[config.mk]
export PLATFORM = sky130hd
export DESIGN_NAME = multiplier_result_accumulator
export DESIGN_NICKNAME = d
export VERILOG_FILES = /design/src/rtl/multiplier_result_accumulator.sv
export SDC_FILE = /design/constraint.sdc
export NUM_CORES = 1
export LEC_CHECK = 0
export CAP_MARGIN = 40
export CELL_PAD_IN_SITES_DETAIL_PLACEMENT = 1
export CELL_PAD_IN_SITES_GLOBAL_PLACEMENT = 2
export CORE_MARGIN = 5
export CORE_UTILIZATION = 36
export CTS_CLUSTER_SIZE = 25
export DETAILED_ROUTE_END_ITERATION = 8
export GPL_ROUTABILITY_DRIVEN = 0
export PLACE_DENSITY = 0.89
export SLEW_MARGIN = 40
export SYNTH_ARGS = -nofsm -noshare
export SYNTH_HDL_FRONTEND = slang
export SYNTH_SLANG_ARGS = --single-unit
[constraint.sdc]
create_clock -name clk -period 5 [get_ports clk]
set_input_delay 1 -clock clk [delete_from_list [all_inputs] [get_ports clk]]
set_output_delay 1 -clock clk [all_outputs]
set_load 0.01 [all_outputs]
[src/rtl/multiplier_result_accumulator.sv]
// Accumulates SIMD multiplier result beats into a dot-product job result.
// Ports: clk/reset, in_* beat handshake + result words, out_* job result handshake.
module multiplier_result_accumulator #(
  parameter int ACC_W = 40,
  parameter int LEN_W = 8
) (
  input  logic             clk,
  input  logic             reset,
  input  logic             in_valid,
  output logic             in_ready,
  input  logic [31:0]      result_0,
  input  logic [31:0]      result_1,
  input  logic [7:0]       result_SIDM_carry,
  input  logic [1:0]       mode,
  input  logic             signed_en,
  input  logic [LEN_W-1:0] length,
  output logic             out_valid,
  input  logic             out_ready,
  output logic [ACC_W-1:0] out_acc,
  output logic             out_carry,
  output logic             out_ovf
);

  typedef enum logic [1:0] {
    IDLE,
    ACCUM,
    DRAIN,
    HOLD
  } state_t;

  state_t           state;
  logic [1:0]       mode_q;
  logic             sgn_q;
  logic [LEN_W-1:0] cnt;
  logic [1:0]       dcnt;
  logic             s1_val;
  logic [ACC_W-1:0] s1_v;
  logic [ACC_W-1:0] acc;
  logic             carry_q;
  logic             ovf_q;
  logic             out_valid_q;

  logic             xfer;
  logic [1:0]       eff_mode;
  logic             eff_sgn;
  logic [31:0]      w32;
  logic [15:0]      lo16;
  logic [15:0]      hi16;
  logic [ACC_W-1:0] v_dec;
  logic [ACC_W:0]   sum;
  logic             ovf_now;
  logic             seg_cy;

  assign in_ready  = (state == IDLE) || (state == ACCUM);
  assign xfer      = in_valid && in_ready;
  assign out_valid = out_valid_q;
  assign out_acc   = acc;
  assign out_carry = carry_q;
  assign out_ovf   = ovf_q;

  // The first beat of a job decodes with the live job fields,
  // later beats with the values latched on that first beat.
  always_comb begin
    eff_mode = mode_q;
    eff_sgn  = sgn_q;
    if (state == IDLE) begin
      eff_mode = mode;
      eff_sgn  = signed_en;
    end
  end

  always_comb begin
    w32  = result_0 + result_1;
    lo16 = result_0[15:0] + result_1[15:0];
    hi16 = result_0[31:16] + result_1[31:16];
    if (eff_mode == 2'b00) begin
      v_dec = {{(ACC_W-32){eff_sgn & w32[31]}}, w32};
    end else begin
      v_dec = {{(ACC_W-16){eff_sgn & lo16[15]}}, lo16}
            + {{(ACC_W-16){eff_sgn & hi16[15]}}, hi16};
    end
  end

  assign seg_cy = (eff_mode != 2'b00) && (|result_SIDM_carry);

  assign sum = {1'b0, acc} + {1'b0, s1_v};

  // Signed overflow: like-signed operands giving a differently signed sum.
  always_comb begin
    if (sgn_q) begin
      ovf_now = (acc[ACC_W-1] == s1_v[ACC_W-1])
             && (sum[ACC_W-1] != acc[ACC_W-1]);
    end else begin
      ovf_now = sum[ACC_W];
    end
  end

  always_ff @(posedge clk or posedge reset) begin
    if (reset) begin
      state       <= IDLE;
      mode_q      <= 2'b00;
      sgn_q       <= 1'b0;
      cnt         <= '0;
      dcnt        <= 2'd0;
      s1_val      <= 1'b0;
      s1_v        <= '0;
      acc         <= '0;
      carry_q     <= 1'b0;
      ovf_q       <= 1'b0;
      out_valid_q <= 1'b0;
    end else begin
      s1_val <= xfer;
      if (xfer) begin
        s1_v <= v_dec;
      end

      if (xfer && (state == IDLE)) begin
        acc     <= '0;
        ovf_q   <= 1'b0;
        carry_q <= seg_cy;
      end else begin
        if (s1_val) begin
          acc   <= sum[ACC_W-1:0];
          ovf_q <= ovf_q | ovf_now;
        end
        if (xfer) begin
          carry_q <= carry_q | seg_cy;
        end
      end

      unique case (state)
        IDLE: begin
          if (xfer) begin
            mode_q <= mode;
            sgn_q  <= signed_en;
            dcnt   <= 2'd0;
            if (length == '0) begin
              cnt   <= '0;
              state <= DRAIN;
            end else begin
              // The IDLE beat itself counts as one of the length+1 beats.
              cnt   <= length - LEN_W'(1);
              state <= ACCUM;
            end
          end
        end
        ACCUM: begin
          if (xfer) begin
            if (cnt == '0) begin
              dcnt  <= 2'd0;
              state <= DRAIN;
            end else begin
              cnt <= cnt - LEN_W'(1);
            end
          end
        end
        DRAIN: begin
          if (dcnt == 2'd2) begin
            out_valid_q <= 1'b1;
            state       <= HOLD;
          end else begin
            dcnt <= dcnt + 2'd1;
          end
        end
        HOLD: begin
          if (out_ready) begin
            out_valid_q <= 1'b0;
            state       <= IDLE;
          end
        end
        default: state <= IDLE;
      endcase
    end
  end

endmodule

; Word-level counts from Yosys, hierarchy flattened
; Index checks and enable logic that the tools add are counted.
[totals]
reg_bits = 99
in_bits = 87
out_inout_bits = 44
elab_cells = 88
[classes]
n_addsub = 8
n_eq_ne = 13
muxes = 30
bitwise_logic = 5
n_reduce_logical = 21
[ops]
columns = op, count
row1 = two-way mux 40 bit, 3
row2 = adder 40 x 40 -> 41 bit, 1
row3 = adder 16 bit, 2
row4 = adder 32 bit, 1
row5 = two-way mux 8 bit, 4
row6 = two-way mux 2 bit, 11
row7 = adder 17 x 17 -> 18 bit, 1
row8 = logical NOT 8 bit, 2
row9 = case mux 8 bit (2 select lines), 1
row10 = subtractor 8 x 1 -> 8 bit (second input constant), 2
row11 = inequality test 2 bit (second input constant), 6
row12 = AND reduction 5 bit, 2
row13 = nonzero test 2 bit, 5
row14 = two-way mux 1 bit, 8
row15 = case mux 2 bit (4 select lines), 1
row16 = OR reduction 8 bit, 1
row17 = == test 2 bit (second input constant), 3
row18 = case mux 2 bit (3 select lines), 1
row19 = logical AND 1 bit, 4
row20 = logical NOT 2 bit, 2
row21 = AND reduction 4 bit, 1
row22 = AND 1 bit, 3
row23 = AND reduction 3 bit, 1
row24 = nonzero test 3 bit, 1
row25 = other kinds (9), 10

; Depth between registers and ports, before layout
[logic_depth]
depth_word = 7
depth_mapped = 20
depth_no_buf = 19

; Worst setup path after synthesis
; No wires, ideal clock.
[synth_path]
kind = input to register
from = input result_0[16]
to = register s1_v[17]
t_arrival_ns = 4.567
setup_slack_ns = 0.360
cell_stages = 17
path_buffers = 1
path_cell_list = ha_1 fa_1 a21o_1 a21o_1 a31oi_1 o21ai_1 xor2_1 ha_1 a21o_1 nor3_1 a21oi_1 maj3_2 a2111oi_4 o2111ai_2 and2_4 buf_6 a21oi_2
[synth_via]
elab_chain_cells = 4
elab_cells_between_ends = 5
[synth_rtl]
columns = item, line_no
row1 = start: declaration, 11  ; input logic [31:0] result_0,
row2 = adder 16 bit, 75  ; hi16 = result_0[31:16] + result_1[31:16];
row3 = AND 1 bit, 80  ; + {{(ACC_W-16){eff_sgn & hi16[15]}}, hi16};
row4 = adder 17 x 17 -> 18 bit, 80
row5 = two-way mux 40 bit (*), 76  ; if (eff_mode == 2'b00) begin
row6 = end signal: assignment, 114  ; s1_v <= v_dec;
row7 = end: declaration, 37  ; logic [ACC_W-1:0] s1_v;
; Mark *: on every way between the ends. The rest lies on a longest branch, timed or not.
; A chain may end at the register's enable or synchronous reset.

; Worst setup path in the final report
[layout_path]
from = input result_0[16]
to = register s1_v[30]
; The elaborated chain is that of the path after synthesis.

==> flow_summary.json <==
{
  "slew_violations": 0,
  "cts_buffers": 9,
  "cts.path.max_buffers": 2,
  "final_cells": 1567,
  "worstSetupStartpoint": "result_0[16]",
  "crit_fanout": 5,
  "worstSetupPathType": "input port to flop",
  "critPathTopFamily": "compound AO/OA/AOI/OAI gates",
  "drtPass1Iterations": 4,
  "cp_slowest_stage_delay_ps": 410,
  "fin_crit_sh_pct": 97.5,
  "grt_pass1_vias": 9101,
  "die_x_um": 168,
  "powerDensity_nw_per_um2": 584,
  "preCtsSetupSlack_ps": -408,
  "wl_mm": 28.2,
  "seq_area_frac_synth_pct": 25.6,
  "crit_arrival_ps": 5160,
  "crit_slowest_cell": "clkdlybuf4s50_1",
  "setup.worst_path.start_class": "input port",
  "async_flop_share_pct": 100,
  "setup_viol": 0,
  "seqCellArea_um2": 2300,
  "multi_input_area_um2": 6450,
  "syn_nets": 1263,
  "ir_drop_mv": 0.232,
  "syn-cell-area_um2": 8990,
  "final_cell_mix": "clkdlybuf4s50_1 (127), nor2_1 (95), ha_1 (95)",
  "io_buffers": 130,
  "grt_pass1_wl_mm": 46.4,
  "min_period_ps": 4880,
  "clock_latency_ps": 350,
  "cts_tree": "done",
  "crit_required_ps": 5280,
  "p_leak_nw": 5.15,
  "drv_cap": 0,
  "area_growth_pct": 27.0,
  "placedCellCount": 1545,
  "path_buf_inv": 1,
  "drtIter0Drc": 353,
  "worstPathCellList": "clkdlybuf4s50_1, ha_1, fa_2, a21o_1, a21o_1, a31oi_4, o21ai_1, xor2_1, ha_1, a21o_1, nor3_2, a21oi_2, maj3_2, a2111oi_4, o2111ai_4, a21oi_4, a221o_1",
  "avgSynthCellArea_um2": 8.36,
  "fp-row-count": 57,
  "drtAntennaViolNets": 0,
  "ys_types": 76,
  "layout-drive-gt1-share_pct": 10.1,
  "clock-sinks": 92,
  "hold_path.class": "flop to flop",
  "fin_nets": 1425,
  "rrSetupSlack_ps": 1440,
  "skew_ps": 13.7,
  "hold_start": "mode_q[0]",
  "ys.warnings.count": 0,
  "grt_max_degree": 50,
  "start_util_pct": 36.8,
  "synth-main-ff-cell": "dfrtp_1",
  "cp-end-kind": "flop",
  "antenna-diode-count": 0,
  "post-dp-hpwl_mm": 22.5,
  "synth_enable_flop_cells": 0,
  "final_common_cell": "clkdlybuf4s50_1",
  "crit_top_cell": "a21o_1",
  "status": "complete, no violations",
  "root_buffer": "clkbuf_16",
  "drc": 0,
  "die_h_um": 168,
  "via_per_inst": 5.53,
  "overflow": 0,
  "clock.fmax_ghz": 0.205,
  "antenna_found_initial": 0,
  "wl_per_cell_um": 18.0,
  "io_pins": 131,
  "hold_violations": 0,
  "grt_use_total_pct": 19.6,
  "n_fill_cell": 2922,
  "via_count": 8663,
  "r2r_start": "out_acc[0]",
  "die_area_um2": 28200,
  "ys_ff_latch": 92,
  "path_clk_slew_ps": 70,
  "core_um2": 24500,
  "htreeDepth": 3,
  "fin_ws_ps": 125,
  "syn_inst": 1076,
  "relSlewSlack_pct": 46.4,
  "worstMarginPinSlew_ps": 804
}
-- worst min-delay path, cell delays in order, from the launching register on --
cell and delay [ps]:
dfrtp_1 350, nand2_1 50, nand2_1 60
-- routing by layer --
layer	vias to the layer above	global-route usage (%)	routed length [um]
met5	-	0	0
met4	0	4.66	401
met3	21	2.09	1040
met2	149	34.3	13500
met1	4187	26.0	13300
li1	4306	-	-
-- worst paths after layout --
path                       cells past startpoint         to
max                                           17   s1_v[30]
min                                            2  mode_q[0]
max reg2reg                                   12    out_ovf
min reg2reg                                    2  mode_q[0]
max in group asynchronous                      3     s1_val
min in group asynchronous                      2     cnt[1]
-- flip-flops by register name (all words and copies together), names as in the netlist --
name       cells
s1_val         1
out_carry      1
out_acc       40
sgn_q          1
out_valid      1
cnt            8
dcnt           2
mode_q         2
state          2
out_ovf        1
s1_v          33
-- through the flow --
step | instance area, um2 | TNS (ps) | util [%] | total power [W] | hold slack (ps)
after detailed placement | 11000 | -5910 | 44.8 | 0.00581 | 482
final | 11400 | 0 | 46.7 | 0.00667 | 489
after global placement | 10900 | -3340 | 44.7 | 0.00566 | 458
after floorplan | 8990 | 0 | - | 0.00442 | 447
after CTS | 11300 | 0 | 46.3 | 0.00667 | 497
after global routing | 11400 | -5.58 | 46.7 | 0.00726 | 505
-- cell usage after synthesis (4+ instances only) --
library cell	n	area (um2)
nor3b_1	6	45.0
a22o_1	8	70.1
o22ai_1	6	37.5
and2_1	10	62.6
o211ai_1	6	45.0
o21bai_1	8	60.1
buf_2	6	30.0
a221o_1	10	100
a21oi_2	7	61.3
nor2_1	95	357
and4_1	4	35.0
dfrtp_1	92	2300
or4_1	4	30.0
a211oi_1	17	128
a31oi_1	18	113
nand2b_1	12	75.1
a21oi_1	94	470
o31ai_1	6	45.0
o21ai_0	73	365
ha_1	96	1200
and3_1	7	43.8
xnor2_1	54	473
xor2_1	27	236
nor2b_1	10	62.6
nand4_1	12	75.1
fa_1	4	80.1
buf_1	6	22.5
mux2i_1	27	270
nor3_1	25	125
inv_1	39	146
or3_1	7	43.8
a211o_1	4	35.0
nand2_1	84	315
clkbuf_1	28	105
or2_2	6	37.5
nand3_1	19	95.1
a21o_1	47	353
o21a_1	17	128
o21ai_1	7	35.0
-- repair_timing --
| item | 4_1_cts | 5_1_grt |
|---|---|---|
| endpoints found under the setup margin | 10 | 18 |
| gates resized for setup | 3 | 18 |
| endpoints found under the hold margin | 0 | 0 |
| cloned | 1 | 0 |
| pin swaps | 2 | 19 |
| hold buffers | 0 | 0 |
| buffers inserted | 0 | 5 |
-- where the power goes --
| part | internal (W) | switching (W) |
|---|---|---|
| Clock | 0.000458 | 0.000320 |
| Sequential | 0.00108 | 0.000314 |
| Combinational | 0.00201 | 0.00249 |
-- cell families (layout without fill, tap and decap cells) --
| family | count (synthesis) | count (layout) | synth area share, % |
|---|---|---|---|
| AO/OA/AOI/OAI | 381 | 382 | 28.9 |
| XOR/XNOR | 81 | 81 | 7.89 |
| adder cells (fa/ha/maj) | 101 | 101 | 14.4 |
| buffers and inverters | 83 | 249 | 3.80 |
| flip-flops | 92 | 92 | 25.6 |
| multiplexers | 27 | 27 | 3.01 |
| AND/OR/NAND/NOR | 311 | 311 | 16.4 |
-- cell type report --
type | count | area share (%)
clock buffer | 10 | 2.09
clock inverter | 6 | 0.822
inverter | 40 | 1.33
multi-input combinational | 902 | 56.4
sequential | 92 | 20.2
tap | 324 | 3.55
timing repair buffer | 193 | 15.6
Power figures use the tool's default switching activity.
